File: src/rtl/mem_proc_pkg.sv
// Shared types and constants for the processor memory wrapper with built-in self-test.
package mem_proc_pkg;

    localparam int unsigned DEF_WIDTH = 73;
    localparam int unsigned DEF_DEPTH = 16;
    localparam int unsigned MAX_WIDTH = 1024;

    typedef enum logic [2:0] {
        IDLE,
        W0,
        R0,
        W1,
        R1,
        DRAIN,
        DONE
    } bist_state_e;

    // Alternating ...0101 background; an odd top bit is left at 0.
    function automatic logic [MAX_WIDTH-1:0] alt_pattern(input int unsigned w);
        logic [MAX_WIDTH-1:0] p;
        p = '0;
        for (int unsigned i = 0; i < MAX_WIDTH; i++) begin
            if ((i < 2 * (w / 2)) && (i % 2 == 0)) begin
                p = p | (MAX_WIDTH'(1) << i);
            end
        end
        return p;
    endfunction

endpackage

File: src/rtl/mem_proc_bist_ctrl.sv
// March BIST sequencer: walks W0/R0/W1/R1 over the array and checks read-back data.
module mem_proc_bist_ctrl
    import mem_proc_pkg::*;
#(
    parameter int unsigned WIDTH = DEF_WIDTH,
    parameter int unsigned DEPTH = DEF_DEPTH,
    parameter int unsigned AW = $clog2(DEPTH),
    parameter logic [WIDTH-1:0] PATTERN = WIDTH'(alt_pattern(WIDTH))
) (
    input  logic             clk,
    input  logic             rst,
    input  logic             start,
    input  logic [WIDTH-1:0] rd_data_s1,
    output logic             wr_en_c,
    output logic             rd_en_c,
    output logic [AW-1:0]    addr_c,
    output logic [WIDTH-1:0] wr_data_c,
    output logic             busy,
    output logic             done,
    output logic             fail,
    output logic [AW-1:0]    fail_addr
);

    localparam logic [AW-1:0] LAST = AW'(DEPTH - 1);

    bist_state_e      state_q, state_d;
    logic [AW-1:0]    cnt_q, cnt_d;
    logic             busy_d, done_d, clear_c;
    logic [WIDTH-1:0] exp_c;

    // Expected data and address ride alongside the array read pipe.
    logic             v1, v2;
    logic [WIDTH-1:0] exp1, exp2, d2;
    logic [AW-1:0]    addr1, addr2;
    logic             mismatch_c;

    always_ff @(posedge clk) begin
        if (rst) begin
            state_q <= IDLE;
            cnt_q   <= '0;
        end else begin
            state_q <= state_d;
            cnt_q   <= cnt_d;
        end
    end

    always_comb begin
        state_d   = state_q;
        cnt_d     = cnt_q;
        busy_d    = busy;
        done_d    = done;
        clear_c   = 1'b0;
        wr_en_c   = 1'b0;
        rd_en_c   = 1'b0;
        addr_c    = cnt_q;
        wr_data_c = PATTERN;
        exp_c     = PATTERN;
        case (state_q)
            IDLE, DONE: begin
                if (start) begin
                    state_d = W0;
                    cnt_d   = '0;
                    busy_d  = 1'b1;
                    done_d  = 1'b0;
                    clear_c = 1'b1;
                end
            end
            W0: begin
                wr_en_c = 1'b1;
                if (cnt_q == LAST) begin
                    state_d = R0;
                    cnt_d   = '0;
                end else begin
                    cnt_d = cnt_q + AW'(1);
                end
            end
            R0: begin
                rd_en_c = 1'b1;
                if (cnt_q == LAST) begin
                    state_d = W1;
                    cnt_d   = '0;
                end else begin
                    cnt_d = cnt_q + AW'(1);
                end
            end
            W1: begin
                wr_en_c   = 1'b1;
                wr_data_c = ~PATTERN;
                if (cnt_q == LAST) begin
                    state_d = R1;
                    cnt_d   = LAST;
                end else begin
                    cnt_d = cnt_q + AW'(1);
                end
            end
            R1: begin
                rd_en_c = 1'b1;
                exp_c   = ~PATTERN;
                if (cnt_q == '0) begin
                    state_d = DRAIN;
                end else begin
                    cnt_d = cnt_q - AW'(1);
                end
            end
            DRAIN: begin
                // Two cycles let the last R1 compare land before DONE.
                if (cnt_q == AW'(1)) begin
                    state_d = DONE;
                    cnt_d   = '0;
                    busy_d  = 1'b0;
                    done_d  = 1'b1;
                end else begin
                    cnt_d = cnt_q + AW'(1);
                end
            end
            default: state_d = IDLE;
        endcase
    end

    assign mismatch_c = v2 && (d2 != exp2);

    always_ff @(posedge clk) begin
        if (rst) begin
            busy      <= 1'b0;
            done      <= 1'b0;
            fail      <= 1'b0;
            fail_addr <= '0;
            v1        <= 1'b0;
            v2        <= 1'b0;
            exp1      <= '0;
            exp2      <= '0;
            d2        <= '0;
            addr1     <= '0;
            addr2     <= '0;
        end else begin
            busy  <= busy_d;
            done  <= done_d;
            v1    <= rd_en_c;
            exp1  <= exp_c;
            addr1 <= addr_c;
            v2    <= v1;
            exp2  <= exp1;
            addr2 <= addr1;
            d2    <= rd_data_s1;
            if (clear_c) begin
                fail      <= 1'b0;
                fail_addr <= '0;
            end else if (mismatch_c && !fail) begin
                fail      <= 1'b1;
                fail_addr <= addr2;
            end
        end
    end

endmodule

File: src/rtl/mem_proc_sp_bist.sv
// Processor RAM wrapper: 1W/1R array, 2-cycle read pipe with valid, on-clock march BIST.
module mem_proc_sp_bist
    import mem_proc_pkg::*;
#(
    parameter int unsigned WIDTH = DEF_WIDTH,
    parameter int unsigned DEPTH = DEF_DEPTH,
    localparam int unsigned AW = $clog2(DEPTH),
    parameter logic [WIDTH-1:0] PATTERN = WIDTH'(alt_pattern(WIDTH))
) (
    input  logic             clk,
    input  logic             rst,
    input  logic             mem_wr_en,
    input  logic [AW-1:0]    mem_wr_addr,
    input  logic [WIDTH-1:0] mem_wr_data,
    input  logic             mem_rd_en,
    input  logic [AW-1:0]    mem_rd_addr,
    output logic [WIDTH-1:0] mem_rd_data,
    output logic             mem_rd_valid,
    input  logic             bist_start,
    output logic             bist_busy,
    output logic             bist_done,
    output logic             bist_fail,
    output logic [AW-1:0]    bist_fail_addr
);

    logic [WIDTH-1:0] mem [DEPTH];

    logic             bist_wr_en_c, bist_rd_en_c;
    logic [AW-1:0]    bist_addr_c;
    logic [WIDTH-1:0] bist_wr_data_c;

    logic             wr_en_c, rd_en_c, wr_ok_c, rd_ok_c;
    logic [AW-1:0]    wr_addr_c, rd_addr_c;
    logic [WIDTH-1:0] wr_data_c;

    logic [WIDTH-1:0] s1_data;
    logic             s1_func;

    mem_proc_bist_ctrl #(
        .WIDTH   (WIDTH),
        .DEPTH   (DEPTH),
        .AW      (AW),
        .PATTERN (PATTERN)
    ) u_bist (
        .clk        (clk),
        .rst        (rst),
        .start      (bist_start),
        .rd_data_s1 (s1_data),
        .wr_en_c    (bist_wr_en_c),
        .rd_en_c    (bist_rd_en_c),
        .addr_c     (bist_addr_c),
        .wr_data_c  (bist_wr_data_c),
        .busy       (bist_busy),
        .done       (bist_done),
        .fail       (bist_fail),
        .fail_addr  (bist_fail_addr)
    );

    // The BIST owns the array while busy; functional requests are dropped.
    assign wr_en_c   = bist_busy ? bist_wr_en_c   : mem_wr_en;
    assign wr_addr_c = bist_busy ? bist_addr_c    : mem_wr_addr;
    assign wr_data_c = bist_busy ? bist_wr_data_c : mem_wr_data;
    assign rd_en_c   = bist_busy ? bist_rd_en_c   : mem_rd_en;
    assign rd_addr_c = bist_busy ? bist_addr_c    : mem_rd_addr;
    assign wr_ok_c   = 32'(wr_addr_c) < DEPTH;
    assign rd_ok_c   = 32'(rd_addr_c) < DEPTH;

    always_ff @(posedge clk) begin
        if (wr_en_c && wr_ok_c) begin
            mem[wr_addr_c] <= wr_data_c;
        end
    end

    // Stage 1 is shared with the BIST compare pipe; stage 2 is functional only.
    always_ff @(posedge clk) begin
        if (rst) begin
            s1_data      <= '0;
            s1_func      <= 1'b0;
            mem_rd_data  <= '0;
            mem_rd_valid <= 1'b0;
        end else begin
            if (rd_en_c) begin
                s1_data <= rd_ok_c ? mem[rd_addr_c] : '0;
            end
            s1_func      <= mem_rd_en && !bist_busy;
            mem_rd_valid <= s1_func;
            if (s1_func) begin
                mem_rd_data <= s1_data;
            end
        end
    end

endmodule

File: config.mk
export PLATFORM = sky130hd
export DESIGN_NAME = mem_proc_sp_bist
export DESIGN_NICKNAME = d
export VERILOG_FILES = /design/src/rtl/mem_proc_pkg.sv /design/src/rtl/mem_proc_bist_ctrl.sv /design/src/rtl/mem_proc_sp_bist.sv
export SDC_FILE = /design/constraint.sdc
export NUM_CORES = 2
export LEC_CHECK = 0
export ABC_AREA = 1
export BUFFER_PORTS_ARGS = -buffer_cell sky130_fd_sc_hd__buf_4
export CORE_MARGIN = 2
export CORE_UTILIZATION = 62
export CTS_BUF_LIST = sky130_fd_sc_hd__clkbuf_16
export DETAILED_ROUTE_END_ITERATION = 7
export HOLD_SLACK_MARGIN = 0.08
export PLACE_DENSITY = 0.75
export SETUP_SLACK_MARGIN = 0.05
export SLEW_MARGIN = 20
export SYNTH_ARGS = -nofsm -noshare
export SYNTH_HDL_FRONTEND = slang
export SYNTH_SLANG_ARGS = --single-unit
File: constraint.sdc
create_clock -name clk -period 6.8 [get_ports clk]
set_input_delay 1.02 -clock clk [delete_from_list [all_inputs] [get_ports clk]]
set_output_delay 1.02 -clock clk [all_outputs]
set_load 0.02 [all_outputs]
### Word-level counts from Yosys, hierarchy flattened

Memories as Yosys holds them, arrays and structs flattened. A register that Yosys moved wholly into a read port is not among the register bits.
Cells that the tools add are included.

| storage, ports and cells | value |
|---|---|
| bits in writable memories | 1168 |
| input bits | 86 |
| output and inout bits | 81 |
| register bits after elaboration | 318 |
| memories kept | 1 |
| word-level logic and storage cells | 84 |

| cells by class | value |
|---|---|
| reduce and logical (&&, ||, !) cells | 17 |
| equal/unequal tests | 16 |
| multiplexer cells | 32 |
| $add $sub $neg | 2 |

Memories:

| memory | depth | width | read ports | clocked after Yosys merged registers in | write ports | line | source |
|---|---|---|---|---|---|---|---|
| mem | 16 | 73 | 1 | 1 | 1 | mem_proc_sp_bist.sv:26 | `logic [WIDTH-1:0] mem [DEPTH];` |

Operators with widths:

| operator | count |
|---|---|
| $mux 73 | 3 |
| $ne 73x73->1 | 1 |
| $mux 4 | 7 |
| $pmux 4 s5 | 1 |
| $mux 3 | 6 |
| $pmux 3 s6 | 1 |
| $mux 1 | 12 |
| $ne 2x1->1 const B | 5 |
| $reduce_or 2->1 | 5 |
| $eq 3x3->1 const B | 3 |
| $eq 3x2->1 const B | 2 |
| $reduce_and 3->1 | 2 |
| $reduce_and 6->1 | 1 |
| $reduce_bool 5->1 | 1 |
| $add 4x1->4 const B | 1 |
| $eq 4x1->1 const B | 1 |
| $eq 4x4->1 const B | 1 |
| $logic_not 4->1 | 1 |
| $ne 2x2->1 const B | 2 |
| $pmux 1 s2 | 2 |
| $sub 4x1->4 const B | 1 |
| $eq 3x1->1 const B | 1 |
| $logic_and 1x1->1 | 3 |
| $logic_not 3->1 | 1 |
| other kinds (2) | 3 |

### Longest topological paths before layout

| depth | value |
|---|---|
| word-level depth | 6 |
| mapped depth | 13 |
| mapped depth without buffers | 12 |

### Hierarchy

Synthesis repeated with hierarchy kept, for this count alone.

| second synthesis, totals | value |
|---|---|
| cell total of the unflattened synthesis | 6233 |
| area, all modules | 61276.3 um^2 |

Modules (own cells, without submodules):

| module | seq. area each (um^2) | instances | cells each | area an instance (um^2) |
|---|---|---|---|---|
| mem_proc_sp_bist | 38036.5 | 1 | 5615 | 56789.5 |
| mem_proc_bist_ctrl | 2021.9 | 1 | 618 | 4486.8 |

### Worst setup path after synthesis

No wires, ideal clock.

| timing | value |
|---|---|
| path type | input -> register |
| start point | input port mem_wr_addr[2] |
| end point | memory mem[0][0] (netlist name), enable pin |
| required time | 6.295 ns |
| stages | 3 |
| path buffers | 0 |
| data arrival time | 4.505 ns |
| path slack | 1.790 ns |
| cell sequence | o21ai_0 -> nand3_1 -> nor2_1 |

| on the way | value |
|---|---|
| word-level cells in the longest chain between the ends | 1 |

Ends and longest elaborated chain:

| item | line | source |
|---|---|---|
| start: declaration | mem_proc_sp_bist.sv:13 | `input logic [AW-1:0] mem_wr_addr,` |
| $mux 4 | mem_proc_sp_bist.sv:61 | `assign wr_addr_c = bist_busy ? bist_addr_c : mem_wr_addr;` |
| end: declaration | mem_proc_sp_bist.sv:26 |  |

Every way passes these cells.

### Final worst setup path

| timing | value |
|---|---|
| start point | register u_bist.busy |
| end point | register s1_data[44] (read register of mem) |

| on the way | value |
|---|---|
| word-level cells in the longest chain between the ends | 1 |

Ends and longest elaborated chain:

| item | line | source |
|---|---|---|
| start: declaration | mem_proc_bist_ctrl.sv:18 | `output logic busy,` |
| start signal: assignment | mem_proc_bist_ctrl.sv:136 | `busy <= busy_d;` |
| $mux 4 or $mux 1 (tied branches) | mem_proc_sp_bist.sv:64, mem_proc_sp_bist.sv:63 |  |
| end: declaration | mem_proc_sp_bist.sv:36 | `logic [WIDTH-1:0] s1_data;` |

Parallel ways exist; a longest one is shown, timed or not.
A chain may end at the register's enable or synchronous reset.

==> reports/summary.txt <==
DR WL/cell: 22.5 um
Worst Tran Pin Value: 1.14 ns
Routed Antenna Nets: 0
Horiz. Die Dim: 308 um
Crit path required time: 7.44 ns
Final Hold Viols: 0
status: complete, no violations
syn_area_per_cell: 11.3 sq um
fin nets: 5201
Buf+Inv Stages, Crit Path: 4
Leak: 0.0249 uW
GR Overflow Total: 0
H-tree levels: 4
RSZ-0062 raised after global routing: no
vias in the first global route: 35800
DRC: 0
core area: 91700 sq um
largest cells by area after synthesis: edfxtp_1 (61%), dfxtp_1 (8.7%), o211ai_1 (7.7%)
Setup crit start kind: flip-flop
final setup violating endpoints: 0
most common cell after layout, fill and taps aside: edfxtp_1
Slew Limit Headroom: 23.7%
reg2reg path depth: 12
setup TNS: 0 ns
Tmin final: 4.35 ns
Synth Instances: 5061
leading area contributor after synthesis: edfxtp_1
total track usage: 30.3%
number of I/O pins: 167
Total Power: 27500 uW
GP Congestion: 0.828
Detailed Routing Iterations Pass 1: 6
Place WS: 2.71 ns
crit path cell chain: inv_2, buf_4, nand2_1, nand2_8, buf_12, nand2_1, o211ai_1, nand3_1, nand3_1, nand3_1, nand2_1, inv_1
Die Ht: 308 um
clk buf depth: 3
first-pass GRT wire length: 214 mm
mux cell area share after synthesis: 0%
Pint: 17700 uW
share of cells above drive strength 1: 8.91%
pin count of the biggest net entering global routing: 255
setup repair bufs after CTS: 0
Synth Area in Simple Gates: 12.0%
CTS root buf: clkbuf_16
largest family of logic cells by synthesized area: simple AND/OR/NAND/NOR gates
Syn Nets: 5151
clk sinks: 1417
Layout Area Growth over Synthesis: 11.5%
Initial DRC Count: 5491
sw frac: 35.8%
max-cap check violation count: 0
delay-heaviest family, CP: simple AND/OR/NAND/NOR gates
worst hold-check path type: flip-flop to flip-flop
Ys Warns: 0
logic gate share of total power: 30.2%
register area share after synthesis: 69.8%
Critical Path End Type: flip-flop
Seq cells post-synth: 1417
Routed WL: 144 mm
complex-gate fraction of the synthesized area: 9.90%
Post-Syn Area: 57400 sq um
post-CTS sizing: 0
row cnt: 111
switching power: 9840 uW
Crit Path Category: flip-flop to flip-flop
Worst Path Max Fanout: 254
Hold Crit Depth: 2
RR Startpoint: u_bist.busy
fmax: 0.230 GHz
Tcrit/Tclk final: 64.0%
ANT cells: 0
fin. max-slew vios: 0
Yosys top cell area share: 61.1%
HP Start: u_bist.addr1[1]
Max VDD drop: 382 uV
Clk Latency, worst-skew pair: 0.76 ns
Starting Density: 62.6%
sequential share of power: 41.9%
CTS tree: done
CP max-delay cell: buf_12
antenna violations before repair: 3
Stages on worst setup path: 12
Yosys cell types: 32
Num CTS Buffers: 141
Post-CTS Hold Buffers: 0
post-synthesis adder-cell area fraction: 0.0872%
Clock Skew: 0.0273 ns
vias per inst: 5.97
final worst slack: 2.45 ns
Total Die Area: 95000 sq um
PD cells: 430 nW/um^2
Final HPWL DP: 71.9 mm
buffers added on ports: 166
critical path arrival: 4.99 ns
Reg clk slew, reported paths: 0.06 ns
leading cell types in the layout, fill and taps excluded: edfxtp_1 (1168), inv_1 (873), nand2_1 (822), o211ai_1 (586), nand3_1 (542)
Critical Path Source: u_bist.busy
post-synthesis xor/xnor area fraction: 0.0305%
CP max stage delay: 0.66 ns
via count: 38300
clock network power share: 27.9%
[path summary, 6_finish.rpt]
kind | end | slack (ns)
worst max-delay path | s1_data[44] | 2.45
worst min-delay path | u_bist.addr2[1] | 0.41
worst min register to register | u_bist.addr2[1] | 0.41
worst max register to register | s1_data[44] | 2.45
[power by group through the flow]
stage	sequential (uW)	clock, uW	combinational, uW
floorplan	11600	0	5620
global placement	11700	0	7950
detailed placement	11700	0	8130
CTS	11500	7720	8190
global route	11600	8050	9020
finish	11500	7670	8310
[per-stage QoR]
| stage | hold WS, ns | cell area, sq um | utilization [%] | cells |
|---|---|---|---|---|
| 2_1_floorplan | 0.388 | 57400 | - | 5061 |
| 3_3_place_gp | 0.393 | 59400 | 64.8 | 6154 |
| 3_5_place_dp | 0.401 | 59400 | 64.8 | 6154 |
| 4_1_cts | 0.411 | 64000 | 69.8 | 6415 |
| 5_1_grt | 0.425 | 64000 | 69.8 | 6415 |
| 6_report | 0.410 | 64000 | 69.8 | 6415 |
[worst reg2reg max path, stage by stage, from the launching register on]
cell and delay (ns):
dfxtp_4 0.61, inv_2 0.21, buf_4 0.60, nand2_1 0.30
nand2_8 0.62, buf_12 0.75, nand2_1 0.43, o211ai_1 0.16
nand3_1 0.12, nand3_1 0.14, nand3_1 0.12, nand2_1 0.14
inv_1 0.05
[cell type report]
class,count,area (sq um)
Clock buffer,147,3680
Clock inverter,114,916
Fill cell,6267,27700
Inverter,853,3220
Multi-Input combinational cell,2475,12800
Sequential cell,1417,40100
Tap cell,1186,1480
Timing Repair Buffer,223,1820
[cell usage after synthesis, drive strengths merged]
library cell,n
edfxtp,1168
inv,852
nand2,824
o211ai,586
nand3,544
dfxtp,249
nor2,236
buf,225
o21ai,162
clkbuf,91
a21oi,85
nor3,8
or2,8
nand3b,6
ha,4
nand4,3
a31oi,2
xor2,2
a41oi,1
clkinv,1
nor3b,1
nor4,1
o21a,1
o22a,1
[layer usage]
metal | vias up | share of wire [%] | global-route usage [%]
met5 | - | 0.0090 | 0
met4 | 2 | 3.3 | 11.3
met3 | 320 | 11 | 5.29
met2 | 2020 | 46 | 47.7
met1 | 18400 | 40 | 42.7
li1 | 17600 | - | -
[sequential cells by signal, indices dropped and copies added, names as in the netlist, 4 cells and up]
register	flops
mem	1168
u_bist.addr2	4
u_bist.fail_addr	4
s1_data	73
u_bist.addr_c	4
u_bist.d2	73
mem_rd_data	73
u_bist.addr1	4
[kinds of logic (layout without fill, tap and decap cells)]
family / after synthesis / in the layout
buffers and inverters: 1169 / 1337
DFF: 1417 / 1417
AOI/OAI and AO/OA: 838 / 838
xor gates and xnor gates: 2 / 2
and+or+nand+nor: 1631 / 1631
adders and majority gates: 4 / 4
No activity file was read; power rests on OpenSTA's default activity.
